$ cat config.mk
export PLATFORM = sky130hd
export DESIGN_NAME = riscv_multicycle_control
export DESIGN_NICKNAME = d
export VERILOG_FILES = /design/src/rtl/riscv_multicycle_control.sv
export SDC_FILE = /design/constraint.sdc
export NUM_CORES = 1
export LEC_CHECK = 0
export CAP_MARGIN = 20
export CORE_UTILIZATION = 49
export CTS_CLUSTER_SIZE = 16
export DETAILED_ROUTE_END_ITERATION = 16
export PLACE_DENSITY = 0.87
export SLEW_MARGIN = 20
export SYNTH_ARGS = -nofsm -noshare
export SYNTH_HDL_FRONTEND = slang
export SYNTH_SLANG_ARGS = --single-unit
$ cat constraint.sdc
create_clock -name clk -period 3 [get_ports clk]
set_clock_uncertainty 0.2 [all_clocks]
set_input_delay 0.45 -clock clk [delete_from_list [all_inputs] [get_ports clk]]
set_output_delay 0.45 -clock clk [all_outputs]
set_load 0.005 [all_outputs]
$ cat src/rtl/riscv_multicycle_control.sv
// Multi-cycle RV32 control FSM: fetch/decode/execute/memory/writeback with
// per-state datapath enables, bounded memory-ready waits, traps and a retire counter.
module riscv_multicycle_control #(
  parameter bit          ENABLE_BRANCH_FULL = 1'b1,
  parameter int unsigned MEM_WAIT_LIMIT     = 8,
  parameter int unsigned COUNTER_WIDTH      = 32
) (
  input  logic                     clk,
  input  logic                     rst,
  input  logic [31:0]              instruction,
  input  logic                     memReady,
  input  logic                     isEqual,
  input  logic                     isLessThan,
  input  logic                     isLessThanUnsigned,
  output logic                     pcWriteEnable,
  output logic                     irWriteEnable,
  output logic                     memAddrSelect,
  output logic [2:0]               pcSelect,
  output logic [1:0]               op1Select,
  output logic [2:0]               op2Select,
  output logic [3:0]               aluFunction,
  output logic [1:0]               writebackSelect,
  output logic                     regFileWriteEnable,
  output logic                     memoryReadEnable,
  output logic                     memoryWriteEnable,
  output logic                     exception,
  output logic [1:0]               exceptionCause,
  output logic [2:0]               state,
  output logic [COUNTER_WIDTH-1:0] retiredCount
);

  typedef enum logic [2:0] {
    S_FETCH     = 3'd0,
    S_DECODE    = 3'd1,
    S_EXECUTE   = 3'd2,
    S_MEMORY    = 3'd3,
    S_WRITEBACK = 3'd4,
    S_TRAP      = 3'd5
  } state_t;

  localparam logic [6:0] OPC_LUI    = 7'b0110111;
  localparam logic [6:0] OPC_AUIPC  = 7'b0010111;
  localparam logic [6:0] OPC_JAL    = 7'b1101111;
  localparam logic [6:0] OPC_JALR   = 7'b1100111;
  localparam logic [6:0] OPC_OPIMM  = 7'b0010011;
  localparam logic [6:0] OPC_OP     = 7'b0110011;
  localparam logic [6:0] OPC_LOAD   = 7'b0000011;
  localparam logic [6:0] OPC_STORE  = 7'b0100011;
  localparam logic [6:0] OPC_BRANCH = 7'b1100011;

  localparam logic [2:0] PC_4 = 3'd0, PC_BRANCH = 3'd1, PC_JUMP = 3'd2, PC_JALR = 3'd3, PC_EXC = 3'd4;
  localparam logic [1:0] OP1_RS1 = 2'd0, OP1_ZERO = 2'd1, OP1_PC = 2'd2;
  localparam logic [2:0] OP2_RS2 = 3'd0, OP2_IMM_I = 3'd1, OP2_IMM_S = 3'd2, OP2_IMM_U = 3'd3, OP2_IMM_J = 3'd4;
  localparam logic [3:0] ALU_ADD = 4'd0;
  localparam logic [1:0] WB_ALU = 2'd0, WB_MEM = 2'd1, WB_PC4 = 2'd2;
  localparam logic [1:0] CAUSE_ILLEGAL = 2'd1, CAUSE_TIMEOUT = 2'd2;

  state_t                   state_q, state_d;
  logic [7:0]               wait_q, wait_d;
  logic [1:0]               cause_q, cause_d;
  logic [COUNTER_WIDTH-1:0] retired_q;
  logic                     retire;

  logic [6:0] opcode;
  logic [2:0] funct3;
  logic [6:0] funct7;
  logic       legal, is_load, is_store, is_branch, is_jal, is_jalr, taken, timed_out;
  logic [1:0] dec_op1;
  logic [2:0] dec_op2;
  logic [3:0] dec_alu;
  logic       unused_instr_bits;

  logic       pc_we, ir_we, mas, rf_we, mre, mwe, exc;
  logic [2:0] pcs;
  logic [1:0] op1, wbs;
  logic [2:0] op2;
  logic [3:0] alu;

  assign opcode            = instruction[6:0];
  assign funct3            = instruction[14:12];
  assign funct7            = instruction[31:25];
  assign unused_instr_bits = ^{instruction[24:15], instruction[11:7]};
  assign timed_out         = (wait_q == 8'(MEM_WAIT_LIMIT - 1));

  // Instruction decode: legality, class and ALU operand/function selects
  always_comb begin
    legal = 1'b1; is_load = 1'b0; is_store = 1'b0; is_branch = 1'b0;
    is_jal = 1'b0; is_jalr = 1'b0;
    dec_op1 = OP1_RS1; dec_op2 = OP2_RS2; dec_alu = ALU_ADD;
    case (opcode)
      OPC_LUI:   begin dec_op1 = OP1_ZERO; dec_op2 = OP2_IMM_U; end
      OPC_AUIPC: begin dec_op1 = OP1_PC;   dec_op2 = OP2_IMM_U; end
      OPC_JAL:   begin is_jal = 1'b1; dec_op1 = OP1_PC; dec_op2 = OP2_IMM_J; end
      OPC_JALR:  begin is_jalr = 1'b1; dec_op2 = OP2_IMM_I; end
      OPC_OPIMM: begin
        dec_op2 = OP2_IMM_I;
        dec_alu = {(funct3 == 3'b101) & funct7[5], funct3};
      end
      OPC_OP: begin
        legal   = (funct7 == 7'h00) || (funct7 == 7'h20);
        dec_alu = {funct7[5], funct3};
      end
      OPC_LOAD:  begin is_load = 1'b1;  dec_op2 = OP2_IMM_I; end
      OPC_STORE: begin is_store = 1'b1; dec_op2 = OP2_IMM_S; end
      OPC_BRANCH: begin
        is_branch = 1'b1;
        legal     = (funct3[2:1] != 2'b01) && (ENABLE_BRANCH_FULL || !funct3[2]);
      end
      default: legal = 1'b0;
    endcase
  end

  always_comb begin
    case (funct3)
      3'b000:  taken = isEqual;
      3'b001:  taken = !isEqual;
      3'b100:  taken = isLessThan;
      3'b101:  taken = !isLessThan;
      3'b110:  taken = isLessThanUnsigned;
      3'b111:  taken = !isLessThanUnsigned;
      default: taken = 1'b0;
    endcase
  end

  // Next-state and per-state datapath controls
  always_comb begin
    state_d = S_FETCH; wait_d = 8'd0; cause_d = cause_q; retire = 1'b0;
    pc_we = 1'b0; ir_we = 1'b0; mas = 1'b0; pcs = PC_4;
    op1 = OP1_RS1; op2 = OP2_RS2; alu = ALU_ADD; wbs = WB_ALU;
    rf_we = 1'b0; mre = 1'b0; mwe = 1'b0; exc = 1'b0;
    case (state_q)
      S_FETCH: begin
        mre = 1'b1;
        if (memReady) begin
          ir_we = 1'b1; state_d = S_DECODE;
        end else if (timed_out) begin
          cause_d = CAUSE_TIMEOUT; state_d = S_TRAP;
        end else begin
          state_d = S_FETCH; wait_d = wait_q + 8'd1;
        end
      end
      S_DECODE: begin
        if (legal) state_d = S_EXECUTE;
        else begin cause_d = CAUSE_ILLEGAL; state_d = S_TRAP; end
      end
      S_EXECUTE: begin
        op1 = dec_op1; op2 = dec_op2; alu = dec_alu;
        if (is_branch) begin
          pc_we = 1'b1; pcs = taken ? PC_BRANCH : PC_4; retire = 1'b1;
        end else if (is_load || is_store) state_d = S_MEMORY;
        else state_d = S_WRITEBACK;
      end
      S_MEMORY: begin
        op1 = dec_op1; op2 = dec_op2; alu = dec_alu;
        mas = 1'b1; mre = is_load; mwe = is_store;
        if (memReady) begin
          if (is_load) state_d = S_WRITEBACK;
          else begin pc_we = 1'b1; retire = 1'b1; end
        end else if (timed_out) begin
          cause_d = CAUSE_TIMEOUT; state_d = S_TRAP;
        end else begin
          state_d = S_MEMORY; wait_d = wait_q + 8'd1;
        end
      end
      S_WRITEBACK: begin
        op1 = dec_op1; op2 = dec_op2; alu = dec_alu;
        rf_we = 1'b1; pc_we = 1'b1; retire = 1'b1;
        wbs = is_load ? WB_MEM : ((is_jal || is_jalr) ? WB_PC4 : WB_ALU);
        pcs = is_jal ? PC_JUMP : (is_jalr ? PC_JALR : PC_4);
      end
      S_TRAP: begin
        exc = 1'b1; pcs = PC_EXC; pc_we = 1'b1;
      end
      default: ;
    endcase
  end

  always_ff @(posedge clk) begin
    if (rst) begin
      state_q <= S_FETCH; wait_q <= 8'd0; cause_q <= 2'd0; retired_q <= '0;
    end else begin
      state_q <= state_d; wait_q <= wait_d; cause_q <= cause_d;
      if (retire) retired_q <= retired_q + COUNTER_WIDTH'(1);
    end
  end

  // Enables are suppressed for as long as reset is asserted
  assign pcWriteEnable      = pc_we & ~rst;
  assign irWriteEnable      = ir_we & ~rst;
  assign regFileWriteEnable = rf_we & ~rst;
  assign memoryReadEnable   = mre & ~rst;
  assign memoryWriteEnable  = mwe & ~rst;
  assign exception          = exc & ~rst;
  assign memAddrSelect      = mas;
  assign pcSelect           = pcs;
  assign op1Select          = op1;
  assign op2Select          = op2;
  assign aluFunction        = alu;
  assign writebackSelect    = wbs;
  assign exceptionCause     = cause_q;
  assign state              = state_q;
  assign retiredCount       = retired_q;

endmodule

# --- Word-level counts from Yosys, hierarchy flattened ---
# Cells that the tools add are included.
word_totals:
  elab_cells: 105
  out_inout_bits: 58
  ff_bits: 45
  in_bits: 38
classes:
  bitwise_logic: 9
  muxes: 46
  n_reduce_logical: 19
  n_addsub: 2
  eq_ne: 25
op_table:
  columns: ["op", "count"]
  rows:
  - ["$add A32 B1 Y32 const B", 1]
  - ["$eq A7 B6 Y1 const B", 4]
  - ["$mux W3", 9]
  - ["$pmux W3 S4", 2]
  - ["$eq A7 B7 Y1 const B", 3]
  - ["$eq A3 B3 Y1 const B", 6]
  - ["$mux W2", 9]
  - ["$mux W1", 16]
  - ["$eq A7 B5 Y1 const B", 2]
  - ["$pmux W1 S3", 3]
  - ["$pmux W3 S3", 1]
  - ["$add A8 B1 Y8 const B", 1]
  - ["$eq A8 B3 Y1 const B", 1]
  - ["$pmux W2 S2", 2]
  - ["$pmux W4 S2", 1]
  - ["$reduce_or A2 Y1", 4]
  - ["$and A1 B1 Y1", 7]
  - ["$eq A7 B2 Y1 const B", 1]
  - ["$logic_not A7 Y1", 1]
  - ["$reduce_or A7 Y1", 1]
  - ["$eq A3 B1 Y1 const B", 2]
  - ["$eq A3 B2 Y1 const B", 2]
  - ["$logic_not A3 Y1", 2]
  - ["$pmux W1 S6", 1]
  - ["11 further kinds", 19]

# --- Depth between registers and ports, before layout ---
logic_depth:
  word_depth: 6
  mapped_depth: 7
  ltp_nobuf: 6

# --- Worst setup path after synthesis ---
# OpenSTA, ideal clock, no wires.
synth_timing:
  path_kind: "register -> output"
  startpoint: "register state_q[2] (netlist: state[2])"
  endpoint: "output op1Select[1]"
  arrival_ns: 1.515
  stages_incl_launch_ff: 7
  t_required_ns: 2.350
  path_slack_ns: 0.835
  path_buffers: 1
  cell_sequence: "dfxtp_1 buf_4 or3b_2 o21ai_0 nand2_1 nor4_1 or2_2"
synth_via:
  elab_chain_len: 3
  elab_cells_between_ends: 5
synth_rtl:
  columns: ["item", "line_no", "rtl"]
  rows:
  - ["start: declaration", "58", "state_t state_q, state_d;"]
  - ["start signal: assignment", "182", "state_q <= state_d; wait_q <= wait_d; cause_q <= cause_d;"]
  - ["$eq A3 B2 Y1 or $eq A3 B3 Y1 (tied branches)", "131", "case (state_q)"]
  - ["$reduce_or A3 Y1 (no line) (*)", null, null]
  - ["$mux W2 (*)", "131", null]
  - ["end: declaration", "19", "output logic [1:0] op1Select,"]
# Mark *: on every way between the ends. The rest lies on a longest branch, timed or not.

# --- Worst setup path after layout ---
layout_timing:
  startpoint: "input instruction[2]"
  endpoint: "output op2Select[1]"
layout_via:
  elab_chain_len: 4
  elab_cells_between_ends: 11
layout_rtl:
  columns: ["item", "line_no", "rtl"]
  rows:
  - ["start: declaration", "10", "input logic [31:0] instruction,"]
  - ["$eq A7 B5 Y1 (tied with other cells)", "90", "case (opcode)"]
  - ["$reduce_or A3 Y1 (no line) or $reduce_or A2 Y1 (tied branches)", null, null]
  - ["$pmux W3 S4 (*)", "90", null]
  - ["$mux W3 (*)", "131", null]
  - ["end: declaration", "20", "output logic [2:0] op2Select,"]
# Marks and branches as above.

==> run summary <==
Number of buffers inserted by port buffering: 80
Routed vias/inst: 5.83
Share of async-settable or async-resettable flops after synthesis: 0%
Critical Path Slowest Stage Cell: clkdlybuf4s50_1
Flip-flop and latch area: 905 sq um
Top cell family by delay on the critical path: buffers and inverters
Library cell occupying the most area in the post-synthesis netlist: dfxtp_1
Crit path DAT: 2270 ps
Most used cell, CP: clkdlybuf4s50_1
Cell-internal power: 0.941 mW
Diodes inserted: 0
HPWL after detailed placement: 5.25 mm
Max-slew violation count: 0
First-pass GRT wire length: 11.4 mm
Net Sw Power: 0.316 mW
Weighted congestion at the end of routability-driven global placement: 0.844
DR vias: 2,869
Sequential share of power: 48.4%
Required time at the endpoint of the critical path: 2350 ps
Worst min-delay path category: flip-flop to flip-flop
WP buf/inv: 3
Maximum vdd drop: 338 uV
Register-to-register setup slack: 520 ps
Net count, final: 461
Mean area per synthesized cell: 8.04 sq um
Ranking of synthesized cells by area: dfxtp_1, a21oi_1, nor2_1
Synthesized instance count: 332
Portion of the post-synthesis area used by sequential elements: 33.8%
Filler instances: 386
Worst-case hold path end point: wait_q[0]$_SDFF_PP0_
Aggregate routed wire length: 7.33 mm
TritonCTS clock tree: built
First-pass iteration count of the detailed router: 4
Type of origin of the critical path: input pin
Number of buffers added by the clock tree synthesis step: 5
Crit Path Max Fanout: 7
Kind of critical path: input pin to output pin
Clock network power share: 38.7%
Max stage delay on crit path: 560 ps
Clock buffer depth: 2
Multi-input logic area: 1670 sq um
Setup TNS: 0 ps
Count of unresolved DRC violations after routing: 0
Average wire per cell in the routed design: 14.9 um
Flops & latches, synth: 45
Iteration-0 DRC Markers: 181
Highest clock rate: 342 MHz
Type of destination of the critical path: output pin
Width of the die: 75.8 um
Buffer cell driving the clock tree root: clkbuf_8
Switch share: 25.1%
Antenna Violating Nets Remaining: 0
Final clock period utilization by the worst path: 97.3%
Die height: 75.8 um
Die footprint: 5750 sq um
Share of the synthesized area in the top cell type: 33.8%
Insertion delay to the later sink of the worst-skew pair: 310 ps
Number of global-route vias before repair: 2,540
Residual overflow from global routing: 0
Static Leak: 1.35 nW
Maximum number of pins on one net before global-route repair: 34
Area delta synth->final: 42.1%
Pwr Total: 1.26 mW
Share of cells above drive strength 1: 12.1%
CTS sink count: 45
Number of setup violations in the final report: 0
Antenna violations before repair: 0
Depth of the worst hold-timing path: 1
Clock transition at the register clock pins on the worst setup and hold paths after CTS: 90 ps
Clock period minus worst slack: 2920 ps
Ratio of total power to cell area: 331 nW/um^2
End of the worst register-to-register path: retiredCount[23]$_SDFFE_PP0P_
Outcome: finished, final reports clean
Count of synthesis-stage warnings from yosys: 0
Slew at the pin with the worst max-slew slack: 575 ps
Boundary pin count: 96
Placeable core region: 5170 sq um
Setup repair after global routing missed its margin: false
Total number of placement rows: 26
Net Count, Synth: 372
Unique cell type count in the Yosys netlist: 56
Worst slew margin: 60.7%
Start point of the worst min-delay path: wait_q[0]$_SDFF_PP0_
Final hold violation count: 0
CTS H-Tree Depth: 2
Netlist area before placement: 2670 sq um
Ys flop type: dfxtp_1
CP Cell Sequence: clkdlybuf4s50_1, buf_4, or3_1, a211oi_1, clkdlybuf4s50_1
Hold buffer count at CTS: 0
MaxCap Viol Count: 0
Total routing usage reported by global routing: 25.6%
EDFF count, synth: 0
Combinational group share of total power: 13.0%
Depth of the most critical reg-to-reg path: 7
Initial core utilization: 51.6%
Startpoint of the most critical register-to-register path: state[0]$_SDFF_PP0_
flip-flops by register name (all words and copies together), names as in the netlist:
signal / flops
exceptionCause: 2
retiredCount: 32
state: 3
wait_q: 8
per-layer routing:
layer  global-route usage [%]  routed length (um)  vias to the layer above
li1                         -                   -                     1400
met1                     31.2                3140                     1372
met2                     45.5                3760                       83
met3                     4.23                 328                       14
met4                     8.44                 106                        0
met5                        0                   0                        -
cell families after synthesis:
| logic type | synth area share [%] |
|---|---|
| buffers and inverters | 5.30 |
| multiplexers | 0.797 |
| adder cells (fa/ha/maj) | 0.937 |
| AND/OR/NAND/NOR | 32.5 |
| XOR/XNOR | 6.56 |
| flip-flops | 33.8 |
| AO/OA/AOI/OAI | 20.1 |
synthesized netlist by cell type (all sizes together) (2+ instances only):
library cell and count:
a21o 3, xnor2 13, o31ai 10, nand4 6, a31oi 3, dfxtp 45
nand4b 2, and4 6, nor2b 4, ha 2, clkbuf 9, o21ai 13
inv 16, nand2 24, nor3 4, xor2 7, or3 8, o41ai 4
or4 9, nor4 6, buf 8, o211a 2, o21a 2, and2 4
a21oi 30, and3 9, nor3b 2, nand2b 3, nor2 31, a211oi 7
or4b 3, or2 4, nand3 18
power by group through the flow:
stage | registers [mW] | clock network [mW] | logic [mW]
floorplan | 0.625 | 0 | 0.0708
global placement | 0.622 | 0 | 0.151
detailed placement | 0.622 | 0 | 0.155
CTS | 0.608 | 0.493 | 0.157
global route | 0.609 | 0.519 | 0.177
finish | 0.608 | 0.486 | 0.163
final cells by class:
cell class                      count  share of cell area (%)
Clock inverter                      3                    1.32
Clock buffer                        5                    1.81
Multi-Input combinational cell    254                    44.0
Inverter                           16                    1.58
Sequential cell                    45                    23.8
Tap cell                           70                    2.31
Timing Repair Buffer               99                    25.1
placed cells by master, fill, tap and decap left out, types with 3 or more instances in the layout:
master and n:
clkdlybuf4s50_1 76, a21o_1 3, nand2b_1 3, inv_1 16, dfxtp_1 44, nor2b_1 4, dlymetal6s2s_1 4, and4_1 6
xor2_1 7, or3_1 8, nor2_1 29, nand4_1 6, clkbuf_8 5, a21oi_1 30, o21ai_0 11, or2_2 4
xnor2_1 13, a211oi_1 6, and3_1 9, or4_1 9, and2_1 4, buf_4 19, nor3_1 4, nand2_1 23
o41ai_1 3, nor4_1 3, nand3_1 18, o31ai_1 10
worst max path at each step:
stage / from / to / slack (ps) / cells after the start
2_1_floorplan: state[2]$_SDFF_PP0_ / op1Select[1] / 830 / 6
3_3_place_gp: instruction[4] / retiredCount[23]$_SDFFE_PP0P_ / 80 / 7
3_5_place_dp: instruction[4] / retiredCount[23]$_SDFFE_PP0P_ / 6 / 7
4_1_cts: state[1]$_SDFF_PP0_ / op1Select[1] / 20 / 6
5_1_grt: instruction[2] / memoryReadEnable / 0.1 / 7
6_report: instruction[2] / op2Select[1] / 80 / 5
repair_timing:
item                       in CTS  in global routing
cloned                          0                  0
gates resized for setup         5                 11
setup endpoints to repair       8                  5
setup buffers                   0                  2
pin swaps                       1                  1
per-stage QoR:
stage / instance area [sq um] / util (%) / cells / setup WS (ps) / hold WS [ps]
floorplan: 2670 / - / 332 / 835 / 213
global placement: 3600 / 69.7 / 482 / 80.0 / 231
detailed placement: 3600 / 69.7 / 482 / 6.04 / 233
CTS: 3740 / 72.2 / 490 / 23.9 / 249
global route: 3790 / 73.3 / 492 / 0.142 / 273
finish: 3790 / 73.3 / 492 / 80.0 / 256
No activity file was read; power rests on OpenSTA's default activity.
